<file path="config.mk">
export PLATFORM = sky130hd
export DESIGN_NAME = spi_master_reg_ctrl
export DESIGN_NICKNAME = d
export VERILOG_FILES = /design/src/rtl/spi_master_reg_ctrl.sv
export SDC_FILE = /design/constraint.sdc
export NUM_CORES = 1
export LEC_CHECK = 0
export BUFFER_PORTS_ARGS = -buffer_cell sky130_fd_sc_hd__buf_2
export CORE_MARGIN = 2
export CORE_UTILIZATION = 51
export CTS_CLUSTER_DIAMETER = 120
export DETAILED_ROUTE_END_ITERATION = 7
export GPL_ROUTABILITY_DRIVEN = 0
export PLACE_DENSITY = 0.76
export SKIP_LAST_GASP = 1
export SLEW_MARGIN = 20
export SYNTH_ARGS = -nofsm -noshare
export SYNTH_HDL_FRONTEND = slang
export SYNTH_SLANG_ARGS = --single-unit
export TNS_END_PERCENT = 1
</file>
<file path="constraint.sdc">
create_clock -name clk -period 2.6 [get_ports clk]
set_input_delay 0.65 -clock clk [delete_from_list [all_inputs] [get_ports clk]]
set_output_delay 0.65 -clock clk [all_outputs]
set_load 0.03 [all_outputs]
</file>
<file path="src/rtl/spi_master_reg_ctrl.sv">
// SPI master (mode 0, MSB first) for register write/read frames to the
// slave's four 8-bit configuration registers. One 16-bit frame per request:
// 8 command bits followed by 8 data bits, no dummy cycles.
module spi_master_reg_ctrl #(
  parameter int CLK_DIV = 4,
  parameter int DIV_W   = 8
) (
  input  logic       clk,
  input  logic       rst,
  input  logic       req_valid,
  output logic       req_ready,
  input  logic       req_write,
  input  logic [1:0] req_addr,
  input  logic [7:0] req_wdata,
  output logic       rsp_valid,
  output logic [7:0] rsp_rdata,
  output logic       spi_sck,
  output logic       spi_csn,
  output logic       spi_sdo,
  input  logic       spi_sdi
);

  typedef enum logic [1:0] {IDLE, SHIFT, HOLD, GAP} state_t;

  localparam logic [DIV_W-1:0] DIV_LAST = DIV_W'(CLK_DIV - 1);

  // Command byte understood by the slave for each (write, addr) pair
  function automatic logic [7:0] cmd_byte(input logic write, input logic [1:0] addr);
    case ({write, addr})
      3'b100:  cmd_byte = 8'h01;
      3'b101:  cmd_byte = 8'h11;
      3'b110:  cmd_byte = 8'h20;
      3'b111:  cmd_byte = 8'h30;
      3'b000:  cmd_byte = 8'h05;
      3'b001:  cmd_byte = 8'h07;
      3'b010:  cmd_byte = 8'h21;
      default: cmd_byte = 8'h31;
    endcase
  endfunction

  state_t           state;
  logic [DIV_W-1:0] div_cnt;
  logic [3:0]       bit_cnt;
  logic [15:0]      tx_sr;
  logic [7:0]       rx_sr;
  logic             is_wr;
  logic [7:0]       cmd_sel;
  logic             accept;
  logic             div_end;
  logic             rise_stb;
  logic             fall_stb;

  assign cmd_sel  = cmd_byte(req_write, req_addr);
  assign accept   = (state == IDLE) && req_ready && req_valid;
  assign div_end  = (div_cnt == DIV_LAST);
  assign rise_stb = (state == SHIFT) && div_end && !spi_sck;
  assign fall_stb = (state == SHIFT) && div_end && spi_sck;

  // Frame data: latch the request at acceptance, shift out on falling sck,
  // collect sdi on rising sck during the data byte of a read
  always_ff @(posedge clk) begin
    if (accept) begin
      tx_sr <= {cmd_sel, req_write ? req_wdata : 8'h00};
      is_wr <= req_write;
    end else if (fall_stb) begin
      tx_sr <= {tx_sr[14:0], 1'b0};
    end
    if (rise_stb && !is_wr && bit_cnt[3]) begin
      rx_sr <= {rx_sr[6:0], spi_sdi};
    end
  end

  // Frame sequencer: IDLE -> SHIFT (16 bits) -> HOLD -> GAP -> IDLE, all pins registered
  always_ff @(posedge clk) begin
    if (rst) begin
      state     <= IDLE;
      req_ready <= 1'b0;
      rsp_valid <= 1'b0;
      rsp_rdata <= 8'h00;
      spi_sck   <= 1'b0;
      spi_csn   <= 1'b1;
      spi_sdo   <= 1'b0;
      div_cnt   <= '0;
      bit_cnt   <= 4'd0;
    end else begin
      rsp_valid <= 1'b0;
      case (state)
        IDLE: begin
          if (accept) begin
            req_ready <= 1'b0;
            spi_csn   <= 1'b0;
            spi_sdo   <= cmd_sel[7];
            div_cnt   <= '0;
            bit_cnt   <= 4'd0;
            state     <= SHIFT;
          end else begin
            req_ready <= 1'b1;
          end
        end
        SHIFT: begin
          if (!div_end) begin
            div_cnt <= div_cnt + DIV_W'(1);
          end else begin
            div_cnt <= '0;
            if (!spi_sck) begin
              spi_sck <= 1'b1;
            end else begin
              spi_sck <= 1'b0;
              if (bit_cnt == 4'd15) begin
                spi_sdo <= 1'b0;
                state   <= HOLD;
              end else begin
                spi_sdo <= tx_sr[14];
                bit_cnt <= bit_cnt + 4'd1;
              end
            end
          end
        end
        HOLD: begin
          if (!div_end) begin
            div_cnt <= div_cnt + DIV_W'(1);
          end else begin
            div_cnt   <= '0;
            spi_csn   <= 1'b1;
            rsp_valid <= 1'b1;
            if (!is_wr) rsp_rdata <= rx_sr;
            state     <= GAP;
          end
        end
        GAP: begin
          if (!div_end) begin
            div_cnt <= div_cnt + DIV_W'(1);
          end else begin
            div_cnt   <= '0;
            req_ready <= 1'b1;
            state     <= IDLE;
          end
        end
      endcase
    end
  end

endmodule

</file>
==> impl_metrics.csv, run 1 <==
group,metric,value,unit
run_status,status,"finished clean",
synthesis,post_synth_inst_count,210,
drt,drtIter0Drc,100,
clocking,htreeDepth,2,
layout,drive_gt1_share,19.8,%
setup_path,cp-start-kind,"register",
floorplan,core,4090,µm²
setup_path,r2r_slack,490,ps
clocking,clk_latency,300,ps
timing,worst_pin_slew,585,ps
worst_hold_path,hold_depth,0,
flow_run,cap_viol_max_count,0,
clocking,cts_setup_buffers,0,
placed_design,place_ws,500,ps
floorplan,dieWidth,69.9,µm
timing,skew,8.47,ps
setup_path,r2r-end,"tx_sr[14]",
worst_hold_path,min_to,"rx_sr[3]",
power_and_ir_drop,p_leak,1.08,nW
clocking,hold_buffers,0,
setup_path,worstPathRequired,2590,ps
global_route,grt.total_usage,17.2,%
clocking,cts_buffers,5,
drt,via_per_inst,5.40,
clocking,cts.sinks,51,
layout,n_antenna_cell,0,
clocking,cts_tree,"yes",
global_route,antenna_found_initial,0,
synthesis,synth_area,2220,µm²
timing,setup_viol,0,
drt,postRouteAntennaNets,0,
layout,area_growth,15.0,%
synthesis,syn-num-nets,232,
synthesis,synth_edf_count,24,
timing,min_period,2110,ps
synthesis,syn_area_per_cell,10.6,µm²
timing,timing.fmax,473,MHz
floorplan,initial_utilization,54.3,%
drt,drc,0,
floorplan,placementRows,23,
drt,dr.pass1.iters,4,
setup_path,worst-path-max-fanout,15,
clocking,cts_root_buf,"clkbuf_8",
clocking,ctsResizeCount,0,
synthesis,synth_cell_types,42,
floorplan,die-area,4890,µm²
global_route,overflow,0,
layout,final_nets,264,
timing,layout_setup_ws,486,ps
worst_hold_path,hp-class,"reg -> reg",
floorplan,fp.dieH,69.9,µm
placed_design,dp_hpwl,2.72,mm
global_route,grt_pass1_wl,6.73,mm
timing,hold_viol,0,
setup_path,crit_slowest_cell,"nor4b_4",
setup_path,worstPathCellList,"ha_1 > nor4b_4 > nand3_1 > o21ai_1 > buf_4",
global_route,grt_pass1_vias,1471,
power_and_ir_drop,peakVddDrop,0.000460,V
drt,post_drt_wl_per_cell,13.1,µm
timing,maxSlewHeadroom,60.9,%
power_and_ir_drop,p_per_area,786,nW/µm²
setup_path,slowest_delay,450,ps
drt,vias,1583,
setup_path,arrival,2110,ps
global_route,grt_max_degree,22,
timing,whs,460,ps
timing,slew_viol_final,0,
floorplan,pin_count,28,
synthesis,synth-async-reset-ratio,0,%
placed_design,port_buffers,27,
layout,fillers,347,
setup_path,rr_worst_depth,5,
timing,setup_tns,0,ps
clocking,cts_buffer_depth,2,
synthesis,ys_dominant_reg_cell,"dfxtp_1",
setup_path,r2r-start,"div_cnt[0]",
setup_path,worstSetupPathType,"reg -> reg",
synthesis,synth.yosys.seq_area_share,56.9,%
setup_path,endpoint_kind,"register",
synthesis,synth-seq-cells,51,
clocking,clkSlewWorstSetupHoldPaths,90,ps
worst_hold_path,holdCritStartpoint,"rx_sr[2]",
timing,finalCritPeriodShare,81.3,%
timing,rsz0062_at_grt,"no",
synthesis,yosysWarnings,0,
drt,finalWirelength,3.84,mm
## state kept, by name, indices dropped and copies added, names as in the netlist
register,count
rx_sr,8
div_cnt,8
spi_sck,1
req_ready,1
is_wr,1
spi_sdo,1
rsp_valid,1
state,2
bit_cnt,4
spi_csn,1
tx_sr,15
rsp_rdata,8
## cell usage after synthesis (all sizes together) (2+ instances only)
cell type | count | area [µm²]
nand4 | 5 | 31.3
nor4b | 2 | 32.5
nand2 | 28 | 105
dfxtp | 27 | 541
nor2 | 25 | 93.8
and2 | 4 | 26.3
a211oi | 2 | 15.0
nand2b | 2 | 12.5
ha | 7 | 87.6
a21oi | 7 | 35.0
and3 | 3 | 20.0
clkbuf | 6 | 22.5
o21bai | 2 | 15.0
nor3 | 3 | 20.0
xor2 | 6 | 52.6
mux2i | 9 | 90.1
inv | 5 | 18.8
xnor2 | 2 | 17.5
nand3 | 14 | 70.1
a31oi | 4 | 31.3
o21ai | 8 | 40.0
edfxtp | 24 | 721
## routing by layer
metal | routed length, µm | global-route usage, %
met3 | 200 | 4.04
met2 | 1740 | 27.3
met4 | 48 | 5.77
met5 | 0 | 0
met1 | 1850 | 23.2
## metrics by stage
stage | std cells | power [mW] | area (µm²) | utilization [%]
2_1_floorplan | 210 | 1.34 | 2220 | -
3_3_place_gp | 285 | 1.45 | 2430 | 59.5
3_5_place_dp | 285 | 1.46 | 2430 | 59.5
4_1_cts | 293 | 2.02 | 2550 | 62.4
5_1_grt | 293 | 2.11 | 2550 | 62.4
6_report | 293 | 2.00 | 2550 | 62.4
## where the power goes
part | leakage, nW | switching (mW) | internal [mW] | total, mW
Sequential | 0.439 | 0.0384 | 0.941 | 0.979
Combinational | 0.581 | 0.297 | 0.167 | 0.464
Clock | 0.0612 | 0.250 | 0.311 | 0.561
## cell families after synthesis
logic type | share of synthesized area (%)
AO/OA/AOI/OAI | 9.54
XOR/XNOR | 3.16
adder cells (fa/ha/maj) | 3.95
buffers and inverters | 2.20
flip-flops | 56.9
multiplexers | 4.06
AND/OR/NAND/NOR | 20.2
## layout make-up
cell class | count | area (µm²) | share of cell area [%]
clock buffer | 6 | 82.6 | 3.24
clock inverter | 2 | 35.0 | 1.37
inverter | 6 | 22.5 | 0.883
multi-input combinational | 146 | 913 | 35.8
sequential | 51 | 1260 | 49.5
tap | 50 | 62.6 | 2.45
timing repair buffer | 32 | 173 | 6.77
## worst max-delay path by stage
stage	start	endpoint	slack, ps
after floorplan	div_cnt[0]	rx_sr[0]	70
after global placement	div_cnt[0]	rx_sr[3]	570
after detailed placement	div_cnt[0]	rx_sr[5]	500
after CTS	div_cnt[0]	tx_sr[13]	490
after global routing	div_cnt[0]	rx_sr[0]	300
final	div_cnt[0]	tx_sr[14]	490
## worst max-delay path: cells and delay by family (launching register included)
family | cells | cell delay, ps
AO/OA/AOI/OAI | 1 | 190
adder cells (fa/ha/maj) | 1 | 240
buffers and inverters | 1 | 250
flip-flops | 1 | 410
AND/OR/NAND/NOR | 2 | 700
## layout by cell type (no fill, tap or decap), types with 2 or more instances in the layout
cell       n
nand4_1    5
mux2i_1    9
nand2_1   28
nor2_1    25
nand2b_1   2
xor2_1     6
xnor2_1    2
dfxtp_1   27
buf_2     27
clkbuf_8   6
buf_4      5
and2_1     3
edfxtp_1  24
ha_1       7
a21oi_1    7
a211oi_1   2
nor3_1     2
inv_1      5
a31oi_1    3
nand3_1   14
o21bai_1   2
and3_1     2
o21ai_0    7
Note: power is estimated with default switching activity, not from simulation.
==> run 2: changes to the inputs <==
Settings changed: CORE_UTILIZATION 51 to 55, PLACE_DENSITY 0.76 to 0.78.
Clock period 2.6 ns to 2 ns, I/O delays scaled along.
==> run 2 against run 1 <==
Against the previous run:
- sequential share of layout area down 1.4 points
- critical path depth unchanged
- final area up 2.9%
- die area down 6.9%
- global-route usage up 2.6 points
- register-to-register slack worse by 420 ps
- clock power up 29%
- total power up 33%
- sequential power up 30%
- flip-flop and latch count unchanged
- via count up 3.3%
- largest cell class unchanged
- cell count up 1.7%
- highest routed layer unchanged
==> impl_metrics.csv, run 2 (same netlist as run 1, synthesis figures left out) <==
group,metric,value,unit
drt,met2_length,2.07,mm
layout,n_antenna_cell,0,
power_and_ir_drop,p_sw_share,30.3,%
timing,setup_viol,0,
setup_path,worstPathCellList,"ha_1 > nor4b_4 > nand3_1 > nor4b_4 > buf_4",
floorplan,fp.dieH,67.5,µm
clocking,clkSlewWorstSetupHoldPaths,90,ps
setup_path,cp_common_cell,"nor4b_4",
layout,top_register,"tx_sr",
drt,postRouteAntennaNets,0,
power_and_ir_drop,peakVddDrop,0.000418,V
drt,wl_met3,146,µm
worst_hold_path,hold_depth,1,
placed_design,dp_hpwl,2.82,mm
drt,via_per_inst,5.49,
global_route,grt_max_degree,22,
clocking,cts_root_buf,"clkbuf_8",
drt,drtIter0Drc,84,
layout,final_cell_mix,"nand2_1, dfxtp_1, buf_2",
global_route,overflow,0,
timing,layout_setup_ws,68.2,ps
power_and_ir_drop,comb_power_share,25.0,%
drt,vias,1635,
timing,min_period,1930,ps
placed_design,port_buffers,27,
run_status,status,"finished clean",
floorplan,die-area,4550,µm²
layout,final_nets,269,
clocking,cts_setup_buffers,0,
timing,timing.fmax,518,MHz
drt,dr.pass1.iters,4,
drt,post_drt_wl_per_cell,14.0,µm
timing,maxSlewHeadroom,73.2,%
timing,slew_viol_final,0,
setup_path,slowest_delay,410,ps
clocking,cts.sinks,51,
setup_path,crit_slowest_cell,"dfxtp_1",
timing,worst_pin_slew,397,ps
power_and_ir_drop,p_switching,805,µW
timing,finalCritPeriodShare,96.6,%
floorplan,placementRows,23,
setup_path,endpoint_kind,"register",
clocking,clk_latency,300,ps
global_route,grt_pass1_wl,6.62,mm
layout,area_growth,18.3,%
layout,drive_gt1_share,22.2,%
clocking,htreeDepth,2,
timing,hold_viol,0,
drt,wl_met1,1.88,mm
layout,final_core_util,66.6,%
floorplan,dieWidth,67.5,µm
floorplan,core,3940,µm²
setup_path,arrival,1950,ps
drt,highest_layer,"met4",
layout,largest_register_ffs,15,
setup_path,rr_worst_depth,5,
layout,final_common_cell,"nand2_1",
drt,finalWirelength,4.18,mm
floorplan,pin_count,28,
power_and_ir_drop,p_clk_share,27.2,%
global_route,grt_pass1_vias,1465,
power_and_ir_drop,p_per_area,1010,nW/µm²
setup_path,worstPathRequired,2020,ps
power_and_ir_drop,cellInternalPower,1.86,mW
setup_path,worstSetupPathType,"reg -> reg",
clocking,cts_tree,"yes",
power_and_ir_drop,p_leak,1.11,nW
power_and_ir_drop,seqPwrFrac,47.8,%
clocking,cts_buffers,5,
clocking,cts_buffer_depth,2,
drt,drc,0,
setup_path,cp-start-kind,"register",
timing,rsz0062_at_grt,"yes",
placed_design,place_ws,73.1,ps
setup_path,worst-path-max-fanout,8,
global_route,grt.total_usage,19.8,%
floorplan,initial_utilization,56.2,%
flow_run,cap_viol_max_count,0,
worst_hold_path,hp-class,"in -> reg",
global_route,antenna_found_initial,0,
timing,skew,5.04,ps
==> run 2: final timing paths <==
kind	startpoint	end	slack (ps)
max	div_cnt[1]	rx_sr[7]	70
min	spi_sdi	rx_sr[0]	370
max reg2reg	div_cnt[1]	rx_sr[7]	70
min reg2reg	rx_sr[1]	rx_sr[2]	460
==> run 2: layout make-up <==
cell class	count	area (µm²)
fillers	304	1320
multi-input cells	146	940
flip-flops and latches	51	1260
clock inverters	3	46.3
clock buffers	5	68.8
inverters	6	22.5
well taps	50	62.6
repair buffers	37	223
==> run 2: critical path, delay by kind of cell, from the launching register on <==
family	cells	cell delay, ps
flops	1	410
buf+inv	1	200
fa+ha+maj	1	240
simple gates	3	800
==> run 2: metal layers <==
layer  track usage, %  vias up
met1             24.5      763
met5                0        -
li1                 -      826
met2             32.0       37
met4             9.44        0
met3             5.33        9
==> run 2: power by group through the flow <==
stage / Sequential, mW / Combinational [mW] / Clock (mW)
finish: 1.27 / 0.666 / 0.723
global route: 1.28 / 0.740 / 0.771
CTS: 1.27 / 0.649 / 0.746
detailed placement: 1.30 / 0.646 / 0
global placement: 1.29 / 0.636 / 0
floorplan: 1.31 / 0.435 / 0
==> run 2: timing repair <==
action	CTS	global route
hold buffers	0	0
resized for setup	0	1
setup endpoints to repair	0	21
==> run 2: through the flow <==
stage | cell area [µm²] | TNS (ps) | hold WS [ps] | instances | total power [mW]
2_1_floorplan | 2240 | -572 | 426 | 210 | 1.75
3_3_place_gp | 2500 | 0 | 437 | 290 | 1.93
3_5_place_dp | 2500 | 0 | 434 | 290 | 1.94
4_1_cts | 2620 | 0 | 357 | 298 | 2.67
5_1_grt | 2620 | -948 | 360 | 298 | 2.79
6_report | 2620 | 0 | 370 | 298 | 2.66
